[config.mk]
export PLATFORM = sky130hd
export DESIGN_NAME = move_commit
export DESIGN_NICKNAME = d
export VERILOG_FILES = /design/src/rtl/chess_pkg.sv /design/src/rtl/move_classify.sv /design/src/rtl/move_commit.sv
export SDC_FILE = /design/constraint.sdc
export NUM_CORES = 1
export LEC_CHECK = 0
export BUFFER_PORTS_ARGS = -buffer_cell sky130_fd_sc_hd__buf_4
export CAP_MARGIN = 20
export CORE_ASPECT_RATIO = 1.75
export CORE_MARGIN = 5
export CORE_UTILIZATION = 35
export CTS_CLUSTER_DIAMETER = 200
export DETAILED_ROUTE_END_ITERATION = 10
export PLACE_DENSITY = 0.71
export RECOVER_POWER = 50
export SYNTH_ARGS = -nofsm -noshare
export SYNTH_HDL_FRONTEND = slang
export SYNTH_SLANG_ARGS = --single-unit
[constraint.sdc]
create_clock -name clk -period 4.3 [get_ports clk]
set_clock_uncertainty 0.05 [all_clocks]
set_input_delay 0.645 -clock clk [delete_from_list [all_inputs] [get_ports clk]]
set_output_delay 0.645 -clock clk [all_outputs]
set_load 0.03 [all_outputs]
[src/rtl/chess_pkg.sv]
// Shared chess encodings: piece/color codes, commit FSM states and square-index helpers.
// A square index is {column, row}; row 0 is the black home row.
package chess_pkg;

   localparam logic       WHITE  = 1'b0;
   localparam logic       BLACK  = 1'b1;

   localparam logic [2:0] EMPTY  = 3'b000;
   localparam logic [2:0] KING   = 3'b001;
   localparam logic [2:0] QUEEN  = 3'b010;
   localparam logic [2:0] BISHOP = 3'b011;
   localparam logic [2:0] KNIGHT = 3'b100;
   localparam logic [2:0] ROOK   = 3'b101;
   localparam logic [2:0] PAWN   = 3'b110;

   localparam logic [2:0] GAME_INIT = 3'b000;

   typedef enum logic [2:0] {IDLE, WDST, WSRC, RDST, RSRC, DONE} commit_state_e;

   function automatic logic [2:0] sq_col(input logic [5:0] sq);
      return sq[5:3];
   endfunction

   function automatic logic [2:0] sq_row(input logic [5:0] sq);
      return sq[2:0];
   endfunction

   function automatic logic [5:0] make_sq(input logic [2:0] col, input logic [2:0] row);
      return {col, row};
   endfunction

endpackage

[src/rtl/move_classify.sv]
// Combinational move classification: pawn promotion, castle detection and the
// rook relocation squares that a castle implies.
module move_classify
   import chess_pkg::*;
#(
   parameter logic [2:0] PROMOTE_TYPE = QUEEN
) (
   input  logic [5:0] from_sq,
   input  logic [5:0] to_sq,
   input  logic [3:0] src_piece,
   output logic [3:0] new_piece,
   output logic       is_castle,
   output logic [3:0] rook_piece,
   output logic [5:0] rook_dst,
   output logic [5:0] rook_src
);

   logic       color;
   logic [2:0] ptype;
   logic [2:0] row;

   always_comb begin
      color      = src_piece[3];
      ptype      = src_piece[2:0];
      row        = sq_row(from_sq);
      new_piece  = src_piece;
      rook_piece = {color, ROOK};

      // White pawns travel toward row 0, black pawns toward row 7.
      if (ptype == PAWN &&
          ((color == WHITE && sq_row(to_sq) == 3'd0) ||
           (color == BLACK && sq_row(to_sq) == 3'd7)))
         new_piece = {color, PROMOTE_TYPE};

      is_castle = (ptype == KING) && (sq_col(from_sq) == 3'd4) &&
                  (sq_row(to_sq) == row) &&
                  (sq_col(to_sq) == 3'd6 || sq_col(to_sq) == 3'd2);

      if (sq_col(to_sq) == 3'd6) begin
         rook_dst = make_sq(3'd5, row);
         rook_src = make_sq(3'd7, row);
      end else begin
         rook_dst = make_sq(3'd3, row);
         rook_src = make_sq(3'd0, row);
      end
   end

endmodule

[src/rtl/move_commit.sv]
// Move write sequencer: latches an accepted move and issues one registered board
// write per cycle (destination, source, then rook writes for a castle).
module move_commit
   import chess_pkg::*;
#(
   parameter logic [2:0] PROMOTE_TYPE = 3'b010
) (
   input  logic         clk,
   input  logic         rst_n,
   input  logic [2:0]   currentState,
   input  logic [255:0] board,
   input  logic         moveValid,
   output logic         moveReady,
   input  logic [5:0]   moveFrom,
   input  logic [5:0]   moveTo,
   output logic [10:0]  changePiece,
   output logic         moveDone,
   output logic         moveError,
   output logic [3:0]   captured
);

   commit_state_e state_q, state_d;
   logic [5:0]  from_q, from_d, to_q, to_d;
   logic [3:0]  src_q, src_d, dst_q, dst_d;
   logic [10:0] change_piece_q, change_piece_d;
   logic        move_done_q, move_done_d;
   logic        move_error_q, move_error_d;
   logic [3:0]  captured_q, captured_d;

   logic        game_init, accept;
   logic [3:0]  new_piece, rook_piece;
   logic        is_castle;
   logic [5:0]  rook_dst, rook_src;

   move_classify #(.PROMOTE_TYPE(PROMOTE_TYPE)) u_classify (
      .from_sq    (from_d),
      .to_sq      (to_d),
      .src_piece  (src_d),
      .new_piece  (new_piece),
      .is_castle  (is_castle),
      .rook_piece (rook_piece),
      .rook_dst   (rook_dst),
      .rook_src   (rook_src)
   );

   assign game_init = (currentState == GAME_INIT);
   assign moveReady = (state_q == IDLE) && !game_init;
   assign accept    = moveValid && moveReady;

   always_comb begin
      state_d      = state_q;
      from_d       = from_q;
      to_d         = to_q;
      src_d        = src_q;
      dst_d        = dst_q;
      move_error_d = 1'b0;

      case (state_q)
         IDLE: begin
            if (accept) begin
               from_d = moveFrom;
               to_d   = moveTo;
               src_d  = board[{moveFrom, 2'b00} +: 4];
               dst_d  = board[{moveTo, 2'b00} +: 4];
               if (src_d[2:0] == EMPTY || moveFrom == moveTo)
                  move_error_d = 1'b1;
               else
                  state_d = WDST;
            end
         end
         WDST:    state_d = WSRC;
         WSRC:    state_d = is_castle ? RDST : DONE;
         RDST:    state_d = RSRC;
         RSRC:    state_d = DONE;
         DONE:    state_d = IDLE;
         default: state_d = IDLE;
      endcase

      // Re-initialising the board abandons any move in flight.
      if (state_q != IDLE && game_init)
         state_d = IDLE;

      // Outputs are registered, so they are decoded from the state being entered.
      change_piece_d = 11'h000;
      case (state_d)
         WDST:    change_piece_d = {1'b1, new_piece, to_d};
         WSRC:    change_piece_d = {1'b1, 4'b0000, from_d};
         RDST:    change_piece_d = {1'b1, rook_piece, rook_dst};
         RSRC:    change_piece_d = {1'b1, 4'b0000, rook_src};
         default: change_piece_d = 11'h000;
      endcase

      move_done_d = (state_d == DONE);
      captured_d  = move_done_d ? dst_d : 4'h0;
   end

   always_ff @(posedge clk) begin
      if (!rst_n) begin
         state_q        <= IDLE;
         from_q         <= '0;
         to_q           <= '0;
         src_q          <= '0;
         dst_q          <= '0;
         change_piece_q <= '0;
         move_done_q    <= 1'b0;
         move_error_q   <= 1'b0;
         captured_q     <= '0;
      end else begin
         state_q        <= state_d;
         from_q         <= from_d;
         to_q           <= to_d;
         src_q          <= src_d;
         dst_q          <= dst_d;
         change_piece_q <= change_piece_d;
         move_done_q    <= move_done_d;
         move_error_q   <= move_error_d;
         captured_q     <= captured_d;
      end
   end

   assign changePiece = change_piece_q;
   assign moveDone    = move_done_q;
   assign moveError   = move_error_q;
   assign captured    = captured_q;

endmodule
==> reports/results.ini, run 1 <==
[setup_path]
slowest_stage=clkbuf_1
critical_path_class=input pin to flop
cp_max_fo=22
start_kind=input pin
path_cells=clkbuf_4 > nor3_1 > clkbuf_1 > nor4bb_4 > clkbuf_1 > nand2_1 > o221ai_1 > or3b_2 > nor3_1 > buf_4 > o21bai_1 > a21boi_1
regToRegSetupSlack_ps=460
reg2regPathDepth=10
crit_arrival_ps=4080
max_stage_delay_ps=1000
worst-path-stages=12
path_delay_family=buffers and inverters
crit_path_end_kind=flop
required_ps=4450
critical_path_buf_inv_count=4

[clock_tree]
clk_pin_slew_ps=60
cts_buffers=5
cts_tree=yes
numClockSinks=40
clockRootBuffer=clkbuf_16
worstSkewPairLatency_ps=280
htree_levels=2
hold_buffers=0
cts_setup_buffers=0
clock_path_buffers=2
postCtsResizedCells=0

[synth]
netlist-cell-type-count=49
synth_cells=421
ys_seq_area_share_pct=14.0
netlist_area_sq_mm=0.00571
ys_ff_latch=40
synth_fp_nets=695
synth_top_flop_cell=dfxtp_1
syn_avg_cell_area_sq_um=13.6
synth_edf_count=0
yosys.area.top_type_share_pct=61.5
synth.area.top_cells=mux4_2 61%, dfxtp_1 14%, mux2i_1 4.2%
yosys_warnings=0
yosysTopAreaCell=mux4_2
async_reset_ff_share_pct=0

[power]
power_mw=1.75
leakage_nw=3.26
power_density_mw_per_mm2=214
ir_worst_vdd_mv=0.171

[route]
drtIter0Drc=428
routedWlPerCell_microns=26.9
first_pass_iters=5
wirelength_microns=23500
viasPerCell=6.48
route.detailed.drc=0
ant_nets=0
vias=5640

[timing]
slew_headroom_pct=11.1
slew_violations=0
period_needed_ps=3930
setup_tns_ps=0
holdWs_ps=436
finalSetupViolCount=0
finalWorstSetupSlack_ps=371
period_share_pct=91.4
final_hold_viol_count=0
worstMarginPinSlew_ps=1330
max_freq_ghz=0.254
rsz0062_at_grt=no

[min_path]
hold_class=flop to flop
min_path_cells=2

[grt]
grt_usage_pct=24.3
grt_overflow=0
antenna_found_initial=1
grt_pass1_wl_microns=35100
grt_max_degree=68
first_global_vias=6216

[layout]
fin_area_sq_mm=0.00817
finalNonFillerCells=871
fin_util_pct=51.2
final_cell_mix=278 x buf_4, 156 x mux4_2, 40 x dfxtp_1
n_antenna_cell=0
fill_cells=1337
drive_gt1_share_pct=67.6
finalNetCount=955
layout_commonest_cell=buf_4
syn2layout_area_growth_pct=42.9

[die]
core_area_sq_mm=0.0160
ios=292
chipHeight_microns=179
die-width_microns=107
die-area_sq_mm=0.0191
fp-row-count=61
initial_utilization_pct=35.8

[place]
io_buffer_count=291
pre_cts_ws_ps=326
routabilityCongestion=0.956
placed_cell_area_sq_mm=0.00805
place.detailed.hpwl_microns=19600
dp_cells=862

[flow_run]
maxCapViolCount=0

[status]
status=finished clean

path summary, 6_finish.rpt:
check	startpoint	endpoint
max	currentState[2]	changePiece[5]$_SDFF_PN0_
min	from_q[3]$_SDFF_PN0_	from_q[3]$_SDFF_PN0_
max reg2reg	state_q[1]$_SDFF_PN0_	changePiece[5]$_SDFF_PN0_
min reg2reg	from_q[3]$_SDFF_PN0_	from_q[3]$_SDFF_PN0_
cell type report:
type / count / area [sq um] / share of cell area, %
well taps: 189 / 236 / 2.90
clock buffers: 7 / 153 / 1.87
inverters: 5 / 18.8 / 0.230
multi-input cells: 327 / 4700 / 57.5
repair buffers: 302 / 2230 / 27.3
clock inverters: 1 / 30.0 / 0.368
flip-flops and latches: 40 / 801 / 9.81
where the power goes:
group | leakage (nW) | total [mW] | internal, mW | switching [mW]
logic | 2.84 | 0.880 | 0.508 | 0.372
clock network | 0.0901 | 0.448 | 0.305 | 0.143
registers | 0.326 | 0.420 | 0.400 | 0.0196
total | 3.26 | 1.75 | 1.21 | 0.534
worst reg2reg max path: cells and delay by family (launching register included):
| family | cells | cell delay, ps |
|---|---|---|
| AOI/OAI and AO/OA | 3 | 700 |
| DFF | 1 | 410 |
| buffers and inverters | 2 | 1180 |
| and+or+nand+nor | 5 | 1430 |
sequential cells by signal (all words and copies together) (netlist names):
| signal | count |
|---|---|
| changePiece | 11 |
| from_q | 6 |
| to_q | 6 |
| captured | 4 |
| dst_q | 4 |
| src_q | 4 |
| state_q | 3 |
| moveDone | 1 |
| moveError | 1 |
logic make-up after synthesis:
| logic type | share of synthesized area [%] |
|---|---|
| AND/OR/NAND/NOR | 7.62 |
| multiplexers | 67.3 |
| AO/OA/AOI/OAI | 5.43 |
| buffers and inverters | 4.07 |
| flip-flops | 14.0 |
| XOR/XNOR | 1.53 |
per-layer routing:
metal	routed length (microns)	up-vias	global-route usage, %
li1	-	2357	-
met1	7400	2829	26.0
met5	13	-	0
met2	13300	380	46.1
met4	1040	2	9.92
met3	1710	72	4.50
cell usage after synthesis (all sizes together), types with 2 or more instances:
library cell	number
and2	4
nand2	25
and3	2
nand4	3
clkbuf	28
xor2	6
nor4	2
nor2	20
nor4b	4
a21boi	7
buf	21
dfxtp	40
inv	4
mux2	8
mux4	156
o22ai	6
xnor2	4
o221ai	4
o21ai	9
nand2b	3
a21oi	9
nand3	2
nor3	12
mux2i	24
No activity file was read; power rests on OpenSTA's default activity.
==> inputs of run 2 (changes only) <==
--- a/config.mk
+++ b/config.mk
@@ -5,6 +5,7 @@
 export SDC_FILE = /design/constraint.sdc
 export NUM_CORES = 1
 export LEC_CHECK = 0
+export ABC_AREA = 1
 export BUFFER_PORTS_ARGS = -buffer_cell sky130_fd_sc_hd__buf_4
 export CAP_MARGIN = 20
 export CORE_ASPECT_RATIO = 1.75
@@ -12,7 +13,7 @@
 export CORE_UTILIZATION = 35
 export CTS_CLUSTER_DIAMETER = 200
 export DETAILED_ROUTE_END_ITERATION = 10
-export PLACE_DENSITY = 0.71
+export PLACE_DENSITY = 0.69
 export RECOVER_POWER = 50
 export SYNTH_ARGS = -nofsm -noshare
 export SYNTH_HDL_FRONTEND = slang
==> run 2 against run 1 <==
  * Critical path depth up 2
  * Sequential power up 1%
  * Setup slack better by 390 ps
  * Non-clock buffer count up 7
  * Sequential share of layout area down 0.80 points
  * Register-to-register slack better by 590 ps
  * Final area up 8.9%
  * Total power up 11%
  * Critical endpoint is now changePiece[4]$_SDFF_PN0_
==> reports/results.ini, run 2 <==
[grt]
grt_usage_pct=29.9  ; +5.6 points
grt_max_degree=130  ; +91%
first_global_vias=9843  ; +58%
grt_overflow=0  ; unchanged
grt_pass1_wl_microns=52100  ; +48%
antenna_found_initial=0  ; -1

[power]
power_density_mw_per_mm2=218  ; +1.7%
ir_worst_vdd_mv=0.168  ; -2.1%
leakage_nw=4.14  ; +27%

[timing]
period_share_pct=82.4  ; -9.0 points
rsz0062_at_grt=no
finalSetupViolCount=0  ; unchanged
period_needed_ps=3540  ; -387 ps
slew_headroom_pct=42.1  ; +31 points
max_freq_ghz=0.282  ; +11%
final_hold_viol_count=0  ; unchanged
worstMarginPinSlew_ps=863  ; -470 ps
finalWorstSetupSlack_ps=757  ; +387 ps
slew_violations=0  ; unchanged
setup_tns_ps=0  ; unchanged

[clock_tree]
clockRootBuffer=clkbuf_16
postCtsResizedCells=0  ; unchanged
cts_tree=yes
cts_setup_buffers=0  ; unchanged
htree_levels=2  ; unchanged
numClockSinks=40  ; unchanged
clk_pin_slew_ps=60  ; about the same
hold_buffers=0  ; unchanged
worstSkewPairLatency_ps=290  ; about the same
cts_buffers=5  ; unchanged
clock_path_buffers=2  ; unchanged

[synth]
syn_avg_cell_area_sq_um=5.09  ; -62%
yosys_warnings=0  ; unchanged
synth_cells=1304  ; +210%
yosysTopAreaCell=nand2_1
async_reset_ff_share_pct=0  ; unchanged
ys_seq_area_share_pct=12.1  ; -2.0 points
ys_ff_latch=40  ; unchanged
synth_edf_count=0  ; unchanged
netlist_area_sq_mm=0.00664  ; +16%
yosys.area.top_type_share_pct=17.7  ; -44 points
yosysMostFrequentCell=nand2_1
synth_top_flop_cell=dfxtp_1
synth.area.top_cells=nand2_1 18%, nand3_1 15%, o21ai_0 15%
netlist-cell-type-count=38  ; -22%
yosys-top-cells-count=314 x nand2_1, 232 x nor2_1, 204 x nand3_1
synth_fp_nets=1578  ; +130%

[layout]
fill_cells=2101  ; +57%
finalNetCount=1781  ; +86%
largest_reg_flops=11  ; unchanged
n_antenna_cell=0  ; unchanged
syn2layout_area_growth_pct=33.9
finalNonFillerCells=1746  ; +100%
final_cell_mix=314 x nand2_1, 285 x buf_4, 232 x nor2_1
drive_gt1_share_pct=21.6  ; -46 points
layout_commonest_cell=nand2_1

[place]
routabilityCongestion=0.980  ; +2.6%
place.detailed.hpwl_microns=26200  ; +34%
dp_cells=1738  ; +100%
pre_cts_ws_ps=885  ; +559 ps
io_buffer_count=291  ; unchanged

[route]
drtIter0Drc=1073  ; +150%
ant_nets=0  ; unchanged
wirelength_microns=34200  ; +46%
viasPerCell=5.87  ; -9.4%
vias=10200  ; +82%
first_pass_iters=6  ; +1
route.detailed.drc=0  ; unchanged
routedWlPerCell_microns=19.6  ; -27%

[die]
die-width_microns=114  ; +7.1%
initial_utilization_pct=35.6  ; -0.24 points
ios=292  ; unchanged
core_area_sq_mm=0.0187  ; +17%
die-area_sq_mm=0.0219  ; +15%
chipHeight_microns=192  ; +7.4%
fp-row-count=66  ; +8.2%

[setup_path]
crit_arrival_ps=3680  ; -400 ps
cp_max_fo=61  ; +180%
critical_path_class=input pin to flop
start_kind=input pin
required_ps=4440  ; about the same
crit_path_end_kind=flop

[status]
status=finished clean

[flow_run]
maxCapViolCount=0  ; unchanged

[min_path]
hold_class=flop to flop

run 2: metal layers:
metal	up-vias	global-route usage [%]	share of wire, %
met5	-	0	0
met4	0	20.7	7.9
met3	151	3.69	7.9
met2	655	53.3	51
met1	4606	32.1	34
li1	4833	-	-
run 2: metrics by stage:
stage               hold WS (ps)  power [mW]  instance area (sq um)  util (%)
floorplan                    401        1.06                   6640         -
global placement             414        1.51                   8790      47.1
detailed placement           418        1.51                   8790      47.1
CTS                          429        1.95                   8960      48.0
global route                 474        2.06                   8890      47.6
finish                       429        1.94                   8890      47.6
run 2: path summary, 6_finish.rpt:
kind | from | end | slack, ps | depth (start not counted)
worst max-delay path | moveTo[0] | changePiece[4]$_SDFF_PN0_ | 760 | 14
worst min-delay path | src_q[2]$_SDFF_PN0_ | src_q[2]$_SDFF_PN0_ | 430 | 2
worst max register to register | state_q[0]$_SDFF_PN0_ | changePiece[4]$_SDFF_PN0_ | 1050 | 18
worst min register to register | src_q[2]$_SDFF_PN0_ | src_q[2]$_SDFF_PN0_ | 430 | 2
run 2: worst max-delay path, cell delays in order:
cell        delay [ps]
buf_4              250
clkinvlp_2         760
buf_12             490
o21ai_1            290
xnor2_1            160
nand3_1            100
nor2_1             150
nand3_1            140
nand2_4            140
o21ai_2            110
nand3_1            190
nand3_1            120
nand2_1             80
inv_1               40
run 2: area by class of cell:
| cell class | instances | area (sq um) | share of cell area (%) |
|---|---|---|---|
| clock inverter | 3 | 42.5 | 0.478 |
| timing repair buffer | 309 | 2310 | 26.0 |
| sequential | 40 | 801 | 9.01 |
| multi-input combinational | 1100 | 5120 | 57.6 |
| tap | 238 | 298 | 3.35 |
| clock buffer | 5 | 125 | 1.41 |
| inverter | 51 | 195 | 2.20 |
run 2: power by group:
| part | switching [mW] | leakage [nW] | internal (mW) |
|---|---|---|---|
| Clock | 0.157 | 0.0798 | 0.273 |
| Sequential | 0.0139 | 0.327 | 0.411 |
| Combinational | 0.667 | 3.73 | 0.414 |
| Total | 0.838 | 4.14 | 1.10 |
run 2: cell families after synthesis:
logic type             share of synthesized area (%)
AND/OR/NAND/NOR                                 49.1
AO/OA/AOI/OAI                                   27.6
buffers and inverters                           10.9
flip-flops                                      12.1
XOR/XNOR                                       0.396
==> inputs of run 3 (changes only) <==
--- a/config.mk
+++ b/config.mk
@@ -13,7 +13,7 @@
 export CORE_UTILIZATION = 35
 export CTS_CLUSTER_DIAMETER = 200
 export DETAILED_ROUTE_END_ITERATION = 10
-export PLACE_DENSITY = 0.69
+export PLACE_DENSITY = 0.71
 export RECOVER_POWER = 50
 export SYNTH_ARGS = -nofsm -noshare
 export SYNTH_HDL_FRONTEND = slang
==> constraint.sdc (replaced) <==
create_clock -name clk -period 3.1 [get_ports clk]
set_clock_uncertainty 0.05 [all_clocks]
set_input_delay 0.465 -clock clk [delete_from_list [all_inputs] [get_ports clk]]
set_output_delay 0.465 -clock clk [all_outputs]
set_load 0.03 [all_outputs]
==> run 3 against run 2 <==
  * Final cell count rose by 1.4%
  * Register-to-register slack worse by 740 ps
  * First-iteration DRC count up 5.5%
  * Clock power increased by 39%
  * Critical path type is now flop to flop
  * Core utilization grew 1.5 points
  * Critical path depth is 3 higher
  * Highest routed layer is now met5
  * Total power grew 42%
  * Clock-buffer cell count unchanged
  * Non-clock buffer count grew 23
  * Largest power group unchanged
  * Largest cell class unchanged
==> reports/results.ini, run 3 (synthesized netlist as in run 2, its figures left out) <==
[min_path]
holdPathEnd=changePiece[5]$_SDFF_PN0_
min_path_cells=3  ; +1
hold_class=input pin to flop
min-delay-start=rst_n

[timing]
period_share_pct=90.0
worstMarginPinSlew_ps=778  ; -85.6 ps
slew_violations=0  ; unchanged
rsz0062_at_grt=no
slew_headroom_pct=48.2  ; +6.0 points
finalSetupViolCount=0  ; unchanged
setup_tns_ps=0  ; unchanged
period_needed_ps=2790
final_hold_viol_count=0  ; unchanged
max_freq_ghz=0.358

[setup_path]
worst_r2r_startpoint=state_q[0]$_SDFF_PN0_
crit_arrival_ps=2980  ; -700 ps
slowest_stage=o21ai_0
critical_path_buf_inv_count=3  ; -1
regToRegSetupSlack_ps=310  ; -740 ps
crit_top_cell=nand3_1
start_kind=flop
cp_max_fo=9  ; -85%
path_delay_family=simple AND/OR/NAND/NOR gates
r2r_end=changePiece[0]$_SDFF_PN0_
path_cells=inv_2 > nand2_2 > nor2_4 > nand3_4 > buf_4 > o21ai_0 > xnor2_1 > nand3_1 > nor2_1 > nand3_1 > nand2_4 > nand2_4 > nor2_4 > nand2_1 > nand3_1 > nand2_1 > inv_1
crit_path_end_kind=flop
critical_path_class=flop to flop
reg2regPathDepth=17  ; -1
max_stage_delay_ps=520  ; -240 ps
required_ps=3290  ; -1150 ps

[grt]
grt_overflow=0  ; unchanged
grt_max_degree=90  ; -31%
grt_pass1_wl_microns=52300  ; +0.50%
grt_usage_pct=30.1  ; +0.22 points
first_global_vias=9711  ; -1.3%
antenna_found_initial=3  ; +3

[route]
vias=10300  ; +0.62%
drtIter0Drc=1132  ; +5.5%
route.detailed.drc=0  ; unchanged
viasPerCell=5.82  ; -0.74%
routedWlPerCell_microns=19.8  ; +1.1%
first_pass_iters=6  ; unchanged
ant_nets=0  ; unchanged
wirelength_microns=35000  ; +2.5%

[clock_tree]
hold_buffers=0  ; unchanged
cts_buffers=5  ; unchanged
clk_pin_slew_ps=60  ; about the same
cts_setup_buffers=0  ; unchanged
htree_levels=2  ; unchanged
worstSkewPairLatency_ps=290  ; about the same
clockRootBuffer=clkbuf_16
numClockSinks=40  ; unchanged
clock_path_buffers=2  ; unchanged
cts_tree=yes
postCtsResizedCells=0  ; unchanged

[die]
die-width_microns=114  ; unchanged
initial_utilization_pct=35.6  ; unchanged
core_area_sq_mm=0.0187  ; unchanged
die-area_sq_mm=0.0219  ; unchanged
ios=292  ; unchanged
fp-row-count=66  ; unchanged
chipHeight_microns=192  ; unchanged

[place]
io_buffer_count=291  ; unchanged
routabilityCongestion=0.913  ; -6.9%
place.detailed.hpwl_microns=27000  ; +2.8%

[layout]
final_cell_mix=314 x nand2_1, 300 x buf_4, 232 x nor2_1
syn2layout_area_growth_pct=38.1
finalNetCount=1804  ; +1.3%
layout_commonest_cell=nand2_1
fill_cells=2097  ; -0.19%
largest_reg_flops=11  ; unchanged
drive_gt1_share_pct=22.7  ; +1.1 points

[flow_run]
maxCapViolCount=0  ; unchanged

[power]
power_density_mw_per_mm2=299  ; +38%
leakage_nw=4.29  ; +3.8%
ir_worst_vdd_mv=0.271  ; +61%
power_mw=2.75  ; +42%

[status]
status=finished clean

-- run 3: cell count changes in the layout (fill, tap and decap cells not counted) --
cell	before	now
clkinv_2	1	2
buf_4	285	300
o21ai_0	199	203
buf_12	5	14
o21ai_2	6	4
clkinvlp_2	1	0
o21ai_1	5	3
clkbuf_1	19	18
diode_2	0	1
-- run 3: where the power goes --
group / switching (mW) / internal, mW
combinational: 0.937 / 0.621
clock: 0.221 / 0.378
sequential: 0.0199 / 0.570
total: 1.18 / 1.57
-- run 3: worst max path at each step --
stage          slack [ps]                   from                        end  cells after the start
3_3_place_gp          200            moveFrom[0]     captured[1]$_SDFF_PN0_                     21
4_1_cts               440            moveFrom[0]  changePiece[1]$_SDFF_PN0_                     20
6_report              310  state_q[0]$_SDFF_PN0_  changePiece[0]$_SDFF_PN0_                     17
2_1_floorplan         740            moveFrom[3]  changePiece[3]$_SDFF_PN0_                     16
5_1_grt                70  state_q[0]$_SDFF_PN0_     captured[0]$_SDFF_PN0_                     16
3_5_place_dp          150            moveFrom[0]  changePiece[1]$_SDFF_PN0_                     20
-- run 3: layout make-up --
type / instances / area [sq um] / share of cell area (%)
multi-input cells: 1100 / 5110 / 55.7
repair buffers: 332 / 2600 / 28.3
flip-flops and latches: 40 / 801 / 8.73
well taps: 238 / 298 / 3.25
inverters: 51 / 195 / 2.13
clock buffers: 5 / 125 / 1.36
clock inverters: 3 / 42.5 / 0.464
diodes: 1 / 2.50 / 0.0273
-- run 3: metrics by stage --
stage	hold WS (ps)	instances	util (%)	cell area, sq um	worst slack, ps
floorplan	401	1304	-	6640	741
global placement	409	1761	48.7	9080	197
detailed placement	424	1761	48.7	9080	146
CTS	393	1769	49.6	9250	441
global route	417	1770	49.2	9180	68.6
finish	390	1770	49.2	9180	309
-- run 3: tightest hold or removal path: stages --
cell and delay (ps):
buf_4 140, nand2_1 60, inv_1 40
-- run 3: layer usage --
metal / track usage, % / part of all wire, % / up-vias
li1: - / - / 4882
met1: 33.1 / 34 / 4651
met2: 55.1 / 52 / 646
met3: 3.59 / 7.9 / 126
met4: 16.3 / 6.1 / 4
met5: 0 / 0.071 / -
